**src/rtl/game_pkg.sv**
```systemverilog
// ---------------------------------------------------------------------------
// game_pkg
// Shared constants and types for the game-over sequencing logic.
//   - default screen geometry
//   - colour constants (9-bit RGB, 3 bits per channel)
//   - FSM state encoding (plain 3-bit constants so older code that compares
//     raw state values keeps working)
//   - pixel bundle type used when muxing pixel sources
// ---------------------------------------------------------------------------
package game_pkg;

    localparam int XSCREEN_DEF = 640;
    localparam int YSCREEN_DEF = 480;

    localparam logic [8:0] COLOR_BLACK = 9'b000_000_000;

    typedef logic [2:0] state_t;

    localparam state_t S_PLAY     = 3'd0;
    localparam state_t S_WIPE_IN  = 3'd1;
    localparam state_t S_SHOW     = 3'd2;
    localparam state_t S_HOLD     = 3'd3;
    localparam state_t S_WIPE_OUT = 3'd4;

    typedef struct packed {
        logic [9:0] x;
        logic [8:0] y;
        logic [8:0] color;
        logic       write;
    } pixel_t;

    // Both wipe states share the raster counters and the constant colour.
    function automatic logic is_wipe(input state_t s);
        return (s == S_WIPE_IN) || (s == S_WIPE_OUT);
    endfunction

endpackage

```
**src/rtl/key_sync.sv**
```systemverilog
// ---------------------------------------------------------------------------
// key_sync
// Brings an asynchronous active-low push-button into the Clock domain and
// produces a one-cycle pulse on each press (falling edge of key_n).
//
// Ports
//   Clock       : system clock
//   Resetn      : synchronous active-low reset
//   key_n       : raw push-button, active-low, asynchronous to Clock
//   press_pulse : one Clock cycle high per press
// ---------------------------------------------------------------------------
module key_sync (
    input  logic Clock,
    input  logic Resetn,
    input  logic key_n,
    output logic press_pulse
);

    logic r_sync1;
    logic r_sync2;
    logic r_prev;

    // Reset to 1 (button released) so leaving reset never looks like a press.
    always_ff @(posedge Clock) begin
        if (!Resetn) begin
            r_sync1 <= 1'b1;
            r_sync2 <= 1'b1;
            r_prev  <= 1'b1;
        end else begin
            r_sync1 <= key_n;
            r_sync2 <= r_sync1;
            r_prev  <= r_sync2;
        end
    end

    assign press_pulse = r_prev & ~r_sync2;

endmodule

```
**src/rtl/game_over_ctrl.sv**
```systemverilog
// ---------------------------------------------------------------------------
// game_over_ctrl
// Sequences the game-over flow: freezes the game on a collision, wipes the
// screen, lets the lose screen draw, waits for a restart press (after a
// minimum hold time), wipes again and restarts the game. Owns the single
// pixel stream to the VGA adapter and muxes it between the game renderer,
// the wipe raster and the lose screen.
//
// Ports
//   Clock, Resetn                         : clock, synchronous active-low reset
//   collision                             : player hit (level, only seen in PLAY)
//   restart_n                             : async push-button, active-low
//   game_x/y/color/write                  : game renderer pixel stream
//   lose_x/y/color/write, lose_complete   : lose screen pixel stream + done
//   lose_enable                           : request to the lose screen
//   game_freeze                           : game logic holds its state
//   game_restart                          : one-cycle game reinitialise pulse
//   VGA_x/y/color/write                   : registered pixel stream to VGA
//
// state    | meaning
// ---------+-----------------------------------------------------------
// PLAY     | game running, game stream forwarded to VGA
// WIPE_IN  | game frozen, screen filled with WIPE_COLOR
// SHOW     | lose screen enabled and forwarded until it reports done
// HOLD     | lose screen kept up, waiting for hold time + restart press
// WIPE_OUT | screen filled with WIPE_COLOR, game restarted on last pixel
// ---------------------------------------------------------------------------
module game_over_ctrl
    import game_pkg::*;
#(
    parameter int         XSCREEN     = XSCREEN_DEF,
    parameter int         YSCREEN     = YSCREEN_DEF,
    parameter int         HOLD_CYCLES = 50_000_000,
    parameter logic [8:0] WIPE_COLOR  = COLOR_BLACK
) (
    input  logic       Clock,
    input  logic       Resetn,
    input  logic       collision,
    input  logic       restart_n,
    input  logic [9:0] game_x,
    input  logic [8:0] game_y,
    input  logic [8:0] game_color,
    input  logic       game_write,
    input  logic [9:0] lose_x,
    input  logic [8:0] lose_y,
    input  logic [8:0] lose_color,
    input  logic       lose_write,
    input  logic       lose_complete,
    output logic       lose_enable,
    output logic       game_freeze,
    output logic       game_restart,
    output logic [9:0] VGA_x,
    output logic [8:0] VGA_y,
    output logic [8:0] VGA_color,
    output logic       VGA_write
);

    localparam logic [9:0]  X_LAST   = 10'(XSCREEN - 1);
    localparam logic [8:0]  Y_LAST   = 9'(YSCREEN - 1);
    localparam logic [25:0] HOLD_MAX = 26'(HOLD_CYCLES);

    state_t      r_state;
    state_t      w_state_nxt;
    logic [9:0]  r_wipe_x;
    logic [8:0]  r_wipe_y;
    logic [25:0] r_hold;
    pixel_t      r_vga;
    pixel_t      w_pix;
    logic        w_wipe_last;
    logic        w_hold_done;
    logic        w_press;

    key_sync u_key_sync (
        .Clock       (Clock),
        .Resetn      (Resetn),
        .key_n       (restart_n),
        .press_pulse (w_press)
    );

    assign w_wipe_last = (r_wipe_x == X_LAST) && (r_wipe_y == Y_LAST);
    assign w_hold_done = (r_hold == HOLD_MAX);

    // ------------------------------------------------------------------
    // Next-state logic. A press in HOLD before the hold time has elapsed
    // simply falls through: the pulse is gone next cycle, so nothing is
    // remembered.
    // ------------------------------------------------------------------
    always_comb begin
        w_state_nxt = r_state;
        case (r_state)
            S_PLAY:     if (collision)                w_state_nxt = S_WIPE_IN;
            S_WIPE_IN:  if (w_wipe_last)              w_state_nxt = S_SHOW;
            S_SHOW:     if (lose_complete)            w_state_nxt = S_HOLD;
            S_HOLD:     if (w_hold_done && w_press)   w_state_nxt = S_WIPE_OUT;
            S_WIPE_OUT: if (w_wipe_last)              w_state_nxt = S_PLAY;
            default:                                  w_state_nxt = S_PLAY;
        endcase
    end

    always_ff @(posedge Clock) begin
        if (!Resetn) begin
            r_state <= S_PLAY;
        end else begin
            r_state <= w_state_nxt;
        end
    end

    // ------------------------------------------------------------------
    // Wipe raster, x fastest. Both counters wrap to 0 on the last pixel,
    // so the next wipe always starts from the origin without extra clears.
    // ------------------------------------------------------------------
    always_ff @(posedge Clock) begin
        if (!Resetn) begin
            r_wipe_x <= '0;
            r_wipe_y <= '0;
        end else if (is_wipe(r_state)) begin
            if (r_wipe_x == X_LAST) begin
                r_wipe_x <= '0;
                r_wipe_y <= (r_wipe_y == Y_LAST) ? '0 : r_wipe_y + 9'd1;
            end else begin
                r_wipe_x <= r_wipe_x + 10'd1;
            end
        end
    end

    // Hold timer: counts up from 0 on HOLD entry and saturates.
    always_ff @(posedge Clock) begin
        if (!Resetn || (r_state != S_HOLD)) begin
            r_hold <= '0;
        end else if (!w_hold_done) begin
            r_hold <= r_hold + 26'd1;
        end
    end

    // ------------------------------------------------------------------
    // Pixel source mux. In HOLD (and any unexpected state) the last
    // coordinates and colour are kept and only the write strobe drops.
    // ------------------------------------------------------------------
    always_comb begin
        w_pix       = r_vga;
        w_pix.write = 1'b0;
        case (r_state)
            S_PLAY: begin
                w_pix = '{x: game_x, y: game_y, color: game_color,
                          write: game_write};
            end
            S_WIPE_IN, S_WIPE_OUT: begin
                w_pix = '{x: r_wipe_x, y: r_wipe_y, color: WIPE_COLOR,
                          write: 1'b1};
            end
            S_SHOW: begin
                w_pix = '{x: lose_x, y: lose_y, color: lose_color,
                          write: lose_write};
            end
            default: ;
        endcase
    end

    always_ff @(posedge Clock) begin
        if (!Resetn) begin
            r_vga <= '{x: '0, y: '0, color: WIPE_COLOR, write: 1'b0};
        end else begin
            r_vga <= w_pix;
        end
    end

    assign VGA_x     = r_vga.x;
    assign VGA_y     = r_vga.y;
    assign VGA_color = r_vga.color;
    assign VGA_write = r_vga.write;

    // Status outputs are decoded from registered state only, so they
    // change exactly on state boundaries and never glitch on inputs.
    assign lose_enable  = (r_state == S_SHOW) || (r_state == S_HOLD);
    assign game_freeze  = (r_state != S_PLAY);
    assign game_restart = (r_state == S_WIPE_OUT) && w_wipe_last;

endmodule

```
**config.mk**
```make
export PLATFORM = sky130hd
export DESIGN_NAME = game_over_ctrl
export DESIGN_NICKNAME = d
export VERILOG_FILES = /design/src/rtl/game_pkg.sv /design/src/rtl/key_sync.sv /design/src/rtl/game_over_ctrl.sv
export SDC_FILE = /design/constraint.sdc
export NUM_CORES = 1
export LEC_CHECK = 0
export ABC_AREA = 0
export BUFFER_PORTS_ARGS = -buffer_cell sky130_fd_sc_hd__buf_2
export CORE_MARGIN = 3
export CORE_UTILIZATION = 58
export DETAILED_ROUTE_END_ITERATION = 8
export GPL_ROUTABILITY_DRIVEN = 0
export GPL_TIMING_DRIVEN = 0
export PLACE_DENSITY_LB_ADDON = 0.08
export RECOVER_POWER = 100
export SYNTH_ARGS = -nofsm -noshare
export SYNTH_HDL_FRONTEND = slang
export SYNTH_SLANG_ARGS = --single-unit
```
**constraint.sdc**
```tcl
create_clock -name Clock -period 4.6 [get_ports Clock]
set_input_delay 0.23 -clock Clock [delete_from_list [all_inputs] [get_ports Clock]]
set_output_delay 0.23 -clock Clock [all_outputs]
set_load 0.02 [all_outputs]
```
==> impl_results.html <==
<table>
<tr><th>Metric</th><th>Value</th></tr>
<tr><th colspan="2">Synthesis</th></tr>
<tr><td>Netlist area before placement</td><td>3970 um2</td></tr>
<tr><td>Net count of the mapped netlist</td><td>537</td></tr>
<tr><td>Leading cell types by count after synthesis</td><td>80 x sky130_fd_sc_hd__dfxtp_1, 47 x sky130_fd_sc_hd__nor2_1, 39 x sky130_fd_sc_hd__nand2_1, 37 x sky130_fd_sc_hd__a21oi_1</td></tr>
<tr><td>Library cell occupying the most area in the post-synthesis netlist</td><td>sky130_fd_sc_hd__dfxtp_1</td></tr>
<tr><td>Number of warnings printed during yosys synthesis</td><td>0</td></tr>
<tr><td>Gate Count Post-Synth</td><td>470</td></tr>
<tr><td>Commonest register cell after synthesis</td><td>sky130_fd_sc_hd__dfxtp_1</td></tr>
<tr><td>Ys async rst share</td><td>0%</td></tr>
<tr><td>Yosys top cell area share</td><td>just over 40%</td></tr>
<tr><td>Number of flops mapped to enable cells by yosys</td><td>0</td></tr>
<tr><td>Netlist cell types</td><td>49</td></tr>
<tr><td>Most repeated cell in the gate-level netlist after synthesis</td><td>sky130_fd_sc_hd__dfxtp_1</td></tr>
<tr><td>Average size of a mapped cell</td><td>about 8.5 um2</td></tr>
<tr><td>Proportion of synthesized chip area in sequential cells</td><td>40.3%</td></tr>
<tr><td>Flip-flop and latch count after synthesis</td><td>80</td></tr>
<tr><td>Area contributors post-synth</td><td>sky130_fd_sc_hd__dfxtp_1 40%, sky130_fd_sc_hd__xor2_1 4.8%, sky130_fd_sc_hd__a21oi_1 4.7%</td></tr>
<tr><th colspan="2">Clock network</th></tr>
<tr><td>Skew-Pair Late Insertion Delay</td><td>~360 ps</td></tr>
<tr><td>Longest Clk Path Bufs</td><td>2</td></tr>
<tr><td>Clock transition at the registers of the reported paths</td><td>80 ps</td></tr>
<tr><td>Number of clock sinks</td><td>80</td></tr>
<tr><td>H-tree levels</td><td>3</td></tr>
<tr><td>Root Buffer</td><td>sky130_fd_sc_hd__clkbuf_8</td></tr>
<tr><td>Post-CTS Repair Setup Buffers</td><td>0</td></tr>
<tr><td>CTS tree</td><td>yes</td></tr>
<tr><td>Total CTS buffers</td><td>9</td></tr>
<tr><td>Post-CTS sizing</td><td>0</td></tr>
<tr><td>Number of buffers inserted by hold repair at cts</td><td>0</td></tr>
<tr><th colspan="2">Detailed routing</th></tr>
<tr><td>Number of nets still failing antenna checks after routing</td><td>0</td></tr>
<tr><td>Detailed-route DRC error count</td><td>0</td></tr>
<tr><td>Routed length per instance</td><td>16.3 um</td></tr>
<tr><td>Drt first pass iters</td><td>7</td></tr>
<tr><td>Violation count after the first detailed-route iteration</td><td>approximately 340</td></tr>
<tr><td>Via count normalized by instance count</td><td>5.98</td></tr>
<tr><td>Total Routed Length</td><td>10700 um</td></tr>
<tr><td>DR vias</td><td>just under 4k</td></tr>
<tr><th colspan="2">Floorplan</th></tr>
<tr><td>Placeable Area</td><td>6490 um2</td></tr>
<tr><td>Starting density of the core</td><td>61.2%</td></tr>
<tr><td>Vertical die dimension</td><td>88.8 um</td></tr>
<tr><td>Top Ports</td><td>95</td></tr>
<tr><td>Die X</td><td>88.8 um</td></tr>
<tr><td>Die outline area</td><td>7880 um2</td></tr>
<tr><td>Number of rows created at floorplan</td><td>29</td></tr>
<tr><th colspan="2">GRT</th></tr>
<tr><td>Global-route wire length before repair</td><td>16900 um</td></tr>
<tr><td>Antenna violations before repair</td><td>0</td></tr>
<tr><td>Maximum number of pins on one net before global-route repair</td><td>15</td></tr>
<tr><td>Via count of the first global-routing pass</td><td>about 3.7k</td></tr>
<tr><td>Global-route total usage across every layer</td><td>27.5%</td></tr>
<tr><td>Overflow after GRT</td><td>0</td></tr>
<tr><td>Global routing's busiest layer</td><td>met2</td></tr>
<tr><td>GR Util met3</td><td>6.33%</td></tr>
<tr><td>Grt met2 use</td><td>47.3%</td></tr>
<tr><td>Met1 GRT Util</td><td>33.4%</td></tr>
<tr><th colspan="2">Timing</th></tr>
<tr><td>Final max-slew violation count</td><td>0</td></tr>
<tr><td>Shortest clock period the worst path allows after layout</td><td>approximately 3300 ps</td></tr>
<tr><td>Slew at the pin closest to its max-slew limit</td><td>1250 ps</td></tr>
<tr><td>Final setup skew</td><td>10.2 ps</td></tr>
<tr><td>Maximum frequency from static timing analysis</td><td>307 MHz</td></tr>
<tr><td>Fin crit share</td><td>70.9%</td></tr>
<tr><td>RSZ-0062 raised after global routing</td><td>no</td></tr>
<tr><td>Count of final hold-check violations</td><td>0</td></tr>
<tr><td>Worst slew margin relative to its limit</td><td>15.9%</td></tr>
<tr><td>Final Setup Violations</td><td>0</td></tr>
<tr><td>Final setup TNS</td><td>0 ps</td></tr>
<tr><th colspan="2">Layout</th></tr>
<tr><td># diodes</td><td>0</td></tr>
<tr><td>Area added between synthesis and finish</td><td>19.6%</td></tr>
<tr><td>Layout cell share with drive strength beyond 1</td><td>17.4%</td></tr>
<tr><td>Util after Layout</td><td>73.2%</td></tr>
<tr><td>Final-stage net count</td><td>642</td></tr>
<tr><td>Post-layout instance count excluding filler cells</td><td>about 660</td></tr>
<tr><th colspan="2">Outcome</th></tr>
<tr><td>Status</td><td>completed</td></tr>
<tr><th colspan="2">Placed design</th></tr>
<tr><td>Sum of net half-perimeters after detailed placement</td><td>around 7700 um</td></tr>
<tr><td>Post-Place Cells</td><td>between 600 and 700</td></tr>
<tr><td>Port Buffer Count</td><td>94</td></tr>
<tr><th colspan="2">Setup path</th></tr>
<tr><td>Maximum fanout along the worst path</td><td>8</td></tr>
<tr><td>Worst R2R Start</td><td>r_wipe_x[3]</td></tr>
<tr><td>Number of logic stages on the critical path including buffering</td><td>6</td></tr>
<tr><td>Slowest cell on crit path</td><td>sky130_fd_sc_hd__nor4_1</td></tr>
<tr><td>Reg2Reg Depth</td><td>6</td></tr>
<tr><td>Cell with the most instances on the worst path</td><td>sky130_fd_sc_hd__clkbuf_1</td></tr>
<tr><td>Kind of start point of the critical path</td><td>register</td></tr>
<tr><td>Crit path buffers/inverters</td><td>2</td></tr>
<tr><td>Critical path's largest stage delay</td><td>~1000 ps</td></tr>
<tr><td>Crit-path cells</td><td>clkbuf_1 -&gt; nand4_1 -&gt; nor4_1 -&gt; nand3_1 -&gt; nor3b_1 -&gt; clkbuf_1</td></tr>
<tr><td>Kind of capture point of the worst setup path</td><td>primary output</td></tr>
<tr><td>Crit path DAT</td><td>3030 ps</td></tr>
<tr><td>Reg-to-reg setup timing slack</td><td>2000 ps</td></tr>
<tr><td>Crit Path Category</td><td>reg2out</td></tr>
<tr><td>Worst reg2reg endpoint</td><td>r_state[2]</td></tr>
<tr><td>Endpoint required time on the critical path</td><td>4370 ps</td></tr>
<tr><td>Family with the most delay on the worst path</td><td>simple AND/OR/NAND/NOR gates</td></tr>
<tr><th colspan="2">Power and ir drop</th></tr>
<tr><td>Total power divided by cell area</td><td>~340 nW/um2</td></tr>
<tr><td>Max rail drop VDD</td><td>0.258 mV</td></tr>
<tr><td>Leakage power</td><td>approximately 0.0017 uW</td></tr>
<tr><th colspan="2">Min path</th></tr>
<tr><td>Hold Path Stages</td><td>2</td></tr>
<tr><td>Startpoint of the lowest-slack hold path</td><td>restart_n</td></tr>
<tr><td>Worst hold path endpoint</td><td>u_key_sync.r_sync1</td></tr>
<tr><td>Type of the worst min-delay path</td><td>in2reg</td></tr>
<tr><th colspan="2">Flow run</th></tr>
<tr><td>Reported max-cap violation count</td><td>0</td></tr>
</table>
-- kinds of logic (layout without fill, tap and decap cells) --
family	count (synthesis)	in the layout	share of synthesized area (%)
compound gates	106	106	16.1
xor+xnor	37	37	8.15
fa+ha+maj	4	4	1.26
flops	80	80	40.3
mux	21	21	5.79
simple gates	182	182	24.5
buf+inv	40	150	3.87
-- power breakdown --
part	switching (uW)	internal (uW)	leakage, uW
logic	89.7	59.9	0.000895
clock network	266	472	0.000140
registers	11.9	714	0.000653
total	367	1250	0.00169
-- how the worst max path moves through the flow --
| stage | start | to | slack, ps |
|---|---|---|---|
| floorplan | r_wipe_y[0] | game_restart | 2400 |
| global placement | r_wipe_y[0] | game_restart | 2160 |
| detailed placement | r_wipe_y[0] | game_restart | 2140 |
| CTS | r_wipe_y[0] | game_restart | 1710 |
| global route | r_wipe_x[3] | game_restart | 1110 |
| finish | r_wipe_x[3] | game_restart | 1340 |
-- state kept, by name (all words and copies together), names as in the netlist, 3 cells and up --
register and flops:
VGA_color 9, VGA_x 10, VGA_y 9, r_hold 26, r_state 3, r_wipe_x 10, r_wipe_y 9
-- worst reg2reg max path, delay by kind of cell (launching register included) --
family          cells  cell delay [ps]
simple gates        3             1320
compound gates      2              560
flops               1              310
buf+inv             1              280
-- per-layer routing --
layer	part of all wire (%)	vias to the layer above
li1	-	1905
met1	40	1875
met2	52	130
met3	6.0	19
met4	1.7	0
met5	0	-
-- placed cells by master (no fill, tap or decap), types with 6 or more instances in the layout --
cell type / Yosys / layout
sky130_fd_sc_hd__a21oi_1: 37 / 37
sky130_fd_sc_hd__buf_2: 3 / 65
sky130_fd_sc_hd__clkbuf_1: 23 / 56
sky130_fd_sc_hd__clkbuf_8: 0 / 9
sky130_fd_sc_hd__dfxtp_1: 80 / 80
sky130_fd_sc_hd__inv_1: 10 / 10
sky130_fd_sc_hd__mux2_2: 16 / 16
sky130_fd_sc_hd__nand2_1: 39 / 39
sky130_fd_sc_hd__nand3_1: 21 / 21
sky130_fd_sc_hd__nand4_1: 16 / 16
sky130_fd_sc_hd__nor2_1: 47 / 47
sky130_fd_sc_hd__nor2b_1: 6 / 6
sky130_fd_sc_hd__nor3_1: 7 / 7
sky130_fd_sc_hd__nor4_1: 3 / 6
sky130_fd_sc_hd__o21ai_0: 23 / 24
sky130_fd_sc_hd__o221ai_1: 18 / 18
sky130_fd_sc_hd__o22ai_1: 15 / 15
sky130_fd_sc_hd__xnor2_1: 15 / 15
sky130_fd_sc_hd__xor2_1: 22 / 22
-- layout make-up --
| type | instances | area (um2) |
|---|---|---|
| inverters | 11 | 41.3 |
| well taps | 77 | 96.3 |
| flip-flops and latches | 80 | 1600 |
| clock buffers | 9 | 124 |
| multi-input cells | 350 | 2180 |
| clock inverters | 7 | 166 |
| repair buffers | 94 | 430 |
| fillers | 515 | 1740 |
| plain buffers | 29 | 113 |
-- metrics by stage --
stage                     total power [uW]  cell area [um2]  hold WS (ps)  worst slack, ps
after floorplan                        829             3970           303             2400
after global placement                 891             4540           407             2160
after global routing                  1660             4750          84.6             1110
after CTS                             1620             4830          76.4             1710
final                                 1610             4750          83.2             1340
after detailed placement               894             4540           400             2140
(Power assumes the default switching activity.)
